### src/rtl/bitser_feed.sv
// Parallel-to-serial feeder: takes a SIZE-bit word over valid/ready and emits it
// LSB first, one bit per beat, reloading back-to-back on the last beat.
module bitser_feed #(
  parameter int SIZE = 4
) (
  input  logic            clk,
  input  logic            rst,
  input  logic            in_valid,
  output logic            in_ready,
  input  logic [SIZE-1:0] in_data,
  output logic            out_valid,
  input  logic            out_ready,
  output logic            out_bit,
  output logic            out_last,
  output logic            busy
);

  // Counter is at least one bit wide so SIZE = 1 and 2 never produce an empty range.
  localparam int CW = (SIZE <= 2) ? 1 : $clog2(SIZE);
  localparam logic [CW-1:0] LAST_CNT = CW'(SIZE - 1);

  localparam logic [0:0] IDLE  = 1'b0;
  localparam logic [0:0] SHIFT = 1'b1;

  if (SIZE < 1) begin : g_bad_size
    $fatal(1, "bitser_feed: SIZE must be >= 1");
  end

  logic [0:0]      state_q, state_d;
  logic [SIZE-1:0] sreg_q,  sreg_d;
  logic [CW-1:0]   cnt_q,   cnt_d;

  logic shifting, last, beat, accept;

  assign shifting  = (state_q == SHIFT);
  assign last      = shifting && (cnt_q == LAST_CNT);
  assign beat      = shifting && out_ready;
  // Ready in SHIFT comes straight from out_ready so the next word lands with no bubble.
  assign in_ready  = !shifting || (last && out_ready);
  assign accept    = in_valid && in_ready;

  assign out_valid = shifting;
  assign out_bit   = shifting && sreg_q[0];
  assign out_last  = last;
  assign busy      = shifting;

  always_comb begin
    state_d = state_q;
    sreg_d  = sreg_q;
    cnt_d   = cnt_q;
    if (accept) begin
      state_d = SHIFT;
      sreg_d  = in_data;
      cnt_d   = '0;
    end else if (beat) begin
      sreg_d = sreg_q >> 1;
      if (last) begin
        state_d = IDLE;
        cnt_d   = '0;
      end else begin
        cnt_d = cnt_q + CW'(1);
      end
    end
  end

  always_ff @(posedge clk or posedge rst) begin
    if (rst) begin
      state_q <= IDLE;
      sreg_q  <= '0;
      cnt_q   <= '0;
    end else begin
      state_q <= state_d;
      sreg_q  <= sreg_d;
      cnt_q   <= cnt_d;
    end
  end

endmodule

### config.mk
export PLATFORM = sky130hd
export DESIGN_NAME = bitser_feed
export DESIGN_NICKNAME = d
export VERILOG_FILES = /design/src/rtl/bitser_feed.sv
export SDC_FILE = /design/constraint.sdc
export NUM_CORES = 1
export LEC_CHECK = 0
export ABC_AREA = 1
export CAP_MARGIN = 5
export CORE_AREA = 2 2 39 41
export CTS_CLUSTER_SIZE = 28
export DETAILED_ROUTE_END_ITERATION = 7
export DIE_AREA = 0 0 41 43
export GPL_ROUTABILITY_DRIVEN = 0
export PLACE_DENSITY_LB_ADDON = 0.12
export SYNTH_ARGS = -nofsm -noshare
export SYNTH_HDL_FRONTEND = slang
export SYNTH_SLANG_ARGS = --single-unit
### constraint.sdc
create_clock -name clk -period 1.7 [get_ports clk]
set_input_delay 0.34 -clock clk [delete_from_list [all_inputs] [get_ports clk]]
set_output_delay 0.34 -clock clk [all_outputs]
set_load 0.03 [all_outputs]
Word level (Yosys, flattened, before mapping)
Index checks and enable logic that the tools add are counted.
{"block": "word_totals", "register_bits": 7, "input_bits": 8, "wordCells": 23, "output_inout_bits": 5}
{"block": "classes", "reduce_logical": 10, "n_mux": 8, "n_eq_ne": 1, "n_addsub": 1}
{"cell": "4-bit two-way mux", "n": 2}
{"cell": "2-bit two-way mux", "n": 3}
{"cell": "1-bit logical AND", "n": 5}
{"cell": "2-bit nonzero test", "n": 2}
{"cell": "1-bit two-way mux", "n": 3}
{"cell": "2-bit by 1-bit adder with 2-bit output (second input constant)", "n": 1}
{"cell": "2-bit equality test (second input constant)", "n": 1}
{"cell": "2-bit AND reduction", "n": 1}
{"cell": "1-bit logical NOT", "n": 1}
{"cell": "1-bit logical OR", "n": 1}

Logic depth before layout (Yosys ltp)
{"block": "depth", "ltp_word": 7, "ltp_mapped": 7, "ltp_nobuf": 7}

Worst setup path after synthesis
No wires, ideal clock.
{"block": "synth_path", "path_type": "register -> output", "startpoint": "register state_q, in the netlist busy", "endpoint": "output port out_last", "path_buffers": 0, "path_stages_with_launch": 3, "t_required_ns": 1.360, "arrival_time_ns": 0.978, "setup_slack_ns": 0.382, "path_cell_list": "dfrtp_1 > nand2_1 > inv_1"}
{"block": "synth_via", "elab_chain_cells": 1}
{"item": "from (decl)", "line_no": "29", "rtl": "logic [0:0] state_q, state_d;"}
{"item": "from (signal assigned)", "line_no": "72", "rtl": "state_q <= state_d;"}
{"item": "1-bit logical AND", "line_no": "36", "rtl": "assign last = shifting && (cnt_q == LAST_CNT);"}
{"item": "to (decl)", "line_no": "14", "rtl": "output logic out_last,"}
No other way between the ends.

Worst setup path in the final report
{"block": "layout_path", "startpoint": "register cnt_q[0]", "endpoint": "output port in_ready"}
{"block": "layout_via", "elab_chain_cells": 4}
{"item": "from (decl)", "line_no": "31", "rtl": "logic [CW-1:0] cnt_q, cnt_d;"}
{"item": "from (signal assigned)", "line_no": "74", "rtl": "cnt_q <= cnt_d;"}
{"item": "2-bit equality test", "line_no": "36"}
{"item": "1-bit logical AND", "line_no": "36"}
{"item": "1-bit logical AND", "line_no": "39", "rtl": "assign in_ready = !shifting || (last && out_ready);"}
{"item": "1-bit logical OR", "line_no": "39"}
{"item": "to (decl)", "line_no": "9", "rtl": "output logic in_ready,"}
No other way between the ends.

==> metrics <==
status finished, final reports clean; worst-path maximum fanout 7; Crit Path Class reg2out; synth top area cells dfrtp_1, nand2_1, nand3_1; grt met1 use between 10% and 20%; syn nets 61; GR peak layer met2; first-pass GRT wire length 1290 um; crit-path cells ha_1 > nand2_1 > nand2_4 > buf_4; Sink Count 7; I/O pin count 13; Die Span Y between 40 and 50 um; synthesized cell area 392 um^2; Port Buf Inserts 12; Post-Layout Cell Count 85; Seq/Total Area, Yosys 44.7%; worst-path cell with the longest stage delay dfrtp_1; total global routing overflow 0; worst clock skew just under 10 ps; crit start category register; routed len/inst roughly 9 um; Peak VDD IR 524 uV; setup bufs post-CTS 0; syn_area_per_cell roughly 7.5 um^2; Final period util between 90% and 100%; max_cap viols 0; DRC violations left 0; largest net degree at the start of global routing 8; PD cells between 1000 and 1500 nW/um^2; WHS 309 ps; initial antenna violation count 0; crit path time final about 1600 ps; core area 1380 um^2; H-tree Lvls 1; Placed Area between 500 and 600 um^2; starting density of the core between 20% and 30%; WL final between 700 and 800 um; leakage about 0.31 nW; share of cells above drive strength 1 between 10% and 20%; Num CTS Buffers 3; # setup viols final 0; Worst-Skew Late Latency ~260 ps; Yosys reg bits 7; Finished Cell Area between 500 and 600 um^2; DRT Pass-1 Iters 2; met2 Track Usage GR roughly 15%; CTS root buf clkbuf_4; f_max 637 MHz; vias in the first global route around 310; Ys Warns 0; setup TNS 0 ps; final core utilization roughly two fifths; Vias between 300 and 400; Clock transition at path regs about 60 ps; Die Area ~1800 um^2; RSZ-0062 raised after global routing false; top cell type's share of synthesized area 44.7%; Final Hold Fails 0; CTS resizes 3; Final #Nets 79; DPL Wire Length 585 um; Setup crit end kind primary output; Slew HR about four fifths; DR iter-0 viols 4; Worst Path Required 1360 ps; vias per cell between 4 and 5; most frequent cells in the layout nand2_1, inv_1, nand3_1, dfrtp_1, clkdlybuf4s50_1; Distinct cells, synth 12; Area Overhead vs Synth 42.2%; commonest non-fill, non-tap cell in the layout nand2_1; Crit path largest cell delay 390 ps; site row count 14; Placed Cells incl. Taps 81; Synth area leader dfrtp_1; Ant. Diodes 0; Die X ~41 um; worst min-delay path class in2async; Slew Viols, Final 0; GRT Util Overall between 10% and 20%; hold bufs inserted after CTS 0; clk buf depth 2; Worst Max-Slew Pin Slew 294 ps; GR Layer Usage met3 between 6 and 7%; Worst EP arrival 1230 ps; TritonCTS clock tree built; Syn Inst Count 52; Routed Antenna Nets 0
-- worst paths after layout --
check	startpoint	to	slack, ps	cells after the start
worst max-delay path	cnt_q[0]	in_ready	130	4
worst min-delay path	rst	cnt_q[1]	310	2
worst max register to register	cnt_q[0]	sreg_q[1]	440	7
worst min register to register	sreg_q[2]	sreg_q[2]	470	2
max in group asynchronous	rst	sreg_q[3]	1170	2
min in group clk	sreg_q[2]	sreg_q[2]	470	2
-- power by group --
group,switching (W),internal [W]
Sequential,0.0000366,0.000232
Clock,0.0000621,0.0000897
Combinational,0.000218,0.000139
Total,0.000316,0.000461
-- worst max-delay path, delay by kind of cell, from the launching register on --
| kind | cells | cell delay, ps |
|---|---|---|
| flip-flops | 1 | 390 |
| buffers and inverters | 1 | 170 |
| AND/OR/NAND/NOR | 2 | 180 |
| adder cells (fa/ha/maj) | 1 | 230 |
-- routing by layer --
metal | vias up | routed length, um
met3 | 4 | 43
met2 | 9 | 318
met5 | - | 0
met1 | 138 | 387
li1 | 192 | -
met4 | 0 | 25
-- cell families (layout without fill, tap and decap cells) --
kind of cell    after synthesis  after routing  synth area share [%]
simple gates                 30             30                  34.2
buf+inv                      12             29                  12.5
flops                         7              7                  44.7
compound gates                2              2                  5.43
fa+ha+maj                     1              1                  3.19
-- sequential cells by signal, summed over array words and instances, names as in the netlist --
register and cells:
busy 1, sreg_q 4, cnt_q 2
-- per-stage QoR --
step | total power, W | worst slack [ps]
after floorplan | 0.000524 | 382
after global placement | 0.000646 | 178
after detailed placement | 0.000645 | 177
after CTS | 0.000790 | 113
after global routing | 0.000840 | 78.5
final | 0.000777 | 129
-- synth_stat cells (all sizes together) --
cell type and n:
nand2 20, o21ai 2, dfrtp 7, nand3 9
nor2 1, buf 1, inv 11, ha 1
-- layout make-up --
cell class / instances / area, um^2
Tap cell: 16 / 20.0
Fill cell: 152 / 827
Inverter: 11 / 41.3
Multi-Input combinational cell: 33 / 168
Sequential cell: 7 / 175
Timing Repair Buffer: 14 / 126
Clock buffer: 4 / 26.3
Note: power is estimated with default switching activity, not from simulation.
==> variant (same flow settings) <==
Change the parameter `SIZE` from 4 to 2.
--- a/src/rtl/bitser_feed.sv
+++ b/src/rtl/bitser_feed.sv
@@ -1,7 +1,7 @@
 // Parallel-to-serial feeder: takes a SIZE-bit word over valid/ready and emits it
 // LSB first, one bit per beat, reloading back-to-back on the last beat.
 module bitser_feed #(
-  parameter int SIZE = 4
+  parameter int SIZE = 2
 ) (
   input  logic            clk,
   input  logic            rst,
Ports: changed (resized in_data); port bits go from 13 to 11. No check against the original RTL was run, so the function may have changed too.
==> variant against the original RTL <==
Sequential cell count down 3. Global-route usage down 3.9 points. Worst setup slack better by 0.046 ns. Synthesized area down 47%. Power down 33%. Non-clock buffer count down 3. Clock power down 22%. Critical path depth unchanged. First-iteration DRC count down 50%. Count of clock-buffer cells in the layout down 1. Final area down 38%. Clock skew down 0.0082 ns. Via count down 37%. Routed wire length down 35%. Critical endpoint unchanged. Largest power group unchanged.
==> variant: results (changes against the original RTL) <==
p_seq_uw: 156  # was 268 uW
r2r-start: "busy"  # was cnt_q[0]
clkLatencyLatePin_ns: 0.23  # was 0.26 ns
peakVddDrop_mv: 0.372  # was 0.524 mV
crit_fanout: 5  # was 7
largest_reg_flops: 2  # was 4
slew_headroom_pct: 80.3  # was 80.5%
met3_usage_pct: 1.57  # was 6.28%
path_clk_slew_ns: 0.04  # was 0.06 ns
drt_iter0_markers: 2  # was 4
grt_use_total_pct: 8.06  # was 12.0%
reg2regPathDepth: 5  # was 7
r2r-end: "sreg_q[0]"  # was sreg_q[1]
wl_met1_um: 232  # was 387 um
grt_use_met1_pct: 11.0  # was 14.3%
yosys-top-cells-area: "dfrtp_1, nand2_1, inv_1"  # was dfrtp_1, nand2_1, nand3_1
first_global_vias: 221  # was 313
grt.met2_usage_pct: 8.75  # was 15.0%
p_sw_share_pct: 42.7  # was 40.7%
skew_ns: 0.00158  # was 0.00975 ns
preCtsSetupSlack_ns: 0.144  # was 0.177 ns
wl_per_cell_um: 8.77  # was 9.11 um
comb_power_share_pct: 47.5  # was 45.9%
crit_path_start: "out_ready"  # was cnt_q[0]
critPathArrivalTime_ns: 1.18  # was 1.23 ns
ys_seq_area_share_pct: 47.9  # was 44.7%
cts_resized: 4  # was 3
slowest_delay_ns: 0.50  # was 0.39 ns
slowest_stage: "clkdlybuf4s50_1"  # was dfrtp_1
seqPwrFrac_pct: 29.8  # was 34.5%
reg2reg_setup_slack_ns: 0.65  # was 0.44 ns
routed-wl-met3_um: 36  # was 43 um
status: "completed"  # unchanged
io_buffers: 10  # was 12
layout-drive-gt1-share_pct: 14.6  # was 15.9%
fin_nets: 49  # was 79
synth_cell_type_count: 10  # was 12
whs_ns: 0.305  # was 0.309 ns
path_delay_family: "buffers and inverters"  # was flip-flops
dp_hpwl_um: 375  # was 585 um
cp-endpoint: "in_ready"  # unchanged
vias_per_cell: 3.81  # was 4.04
place_area_sq_um: 327  # was 534 sq um
synthTopCellsByCount: "nand2_1, inv_1, dfrtp_1"  # was nand2_1, inv_1, nand3_1
leakage_nw: 0.182  # was 0.309 nW
fillers: 159  # was 152
variant: changes by cell type after synthesis, sizes merged:
cell / change
inv: -5
ha: -1
nor2: -1
nand3: -6
a21oi: +2
o211ai: +1
dfrtp: -3
nand2: -11
variant: cell families after synthesis:
| kind of cell | after synthesis | share of synthesized area (%) |
|---|---|---|
| AOI/OAI and AO/OA | 5 | 13.2 |
| buffers and inverters | 7 | 14.4 |
| DFF | 4 | 47.9 |
| and+or+nand+nor | 12 | 24.6 |
variant: metrics by stage:
stage	util, %	instances
finish	24.9	57
global route	24.9	57
CTS	24.9	57
detailed placement	23.6	54
global placement	23.6	54
floorplan	-	28
variant: cell type report:
| type | count | area, sq um | area share, % |
|---|---|---|---|
| sequential | 4 | 100 | 29.1 |
| timing repair buffer | 11 | 100 | 29.1 |
| multi-input combinational | 17 | 78.8 | 22.9 |
| clock buffer | 3 | 22.5 | 6.55 |
| inverter | 6 | 22.5 | 6.55 |
| tap | 16 | 20.0 | 5.82 |
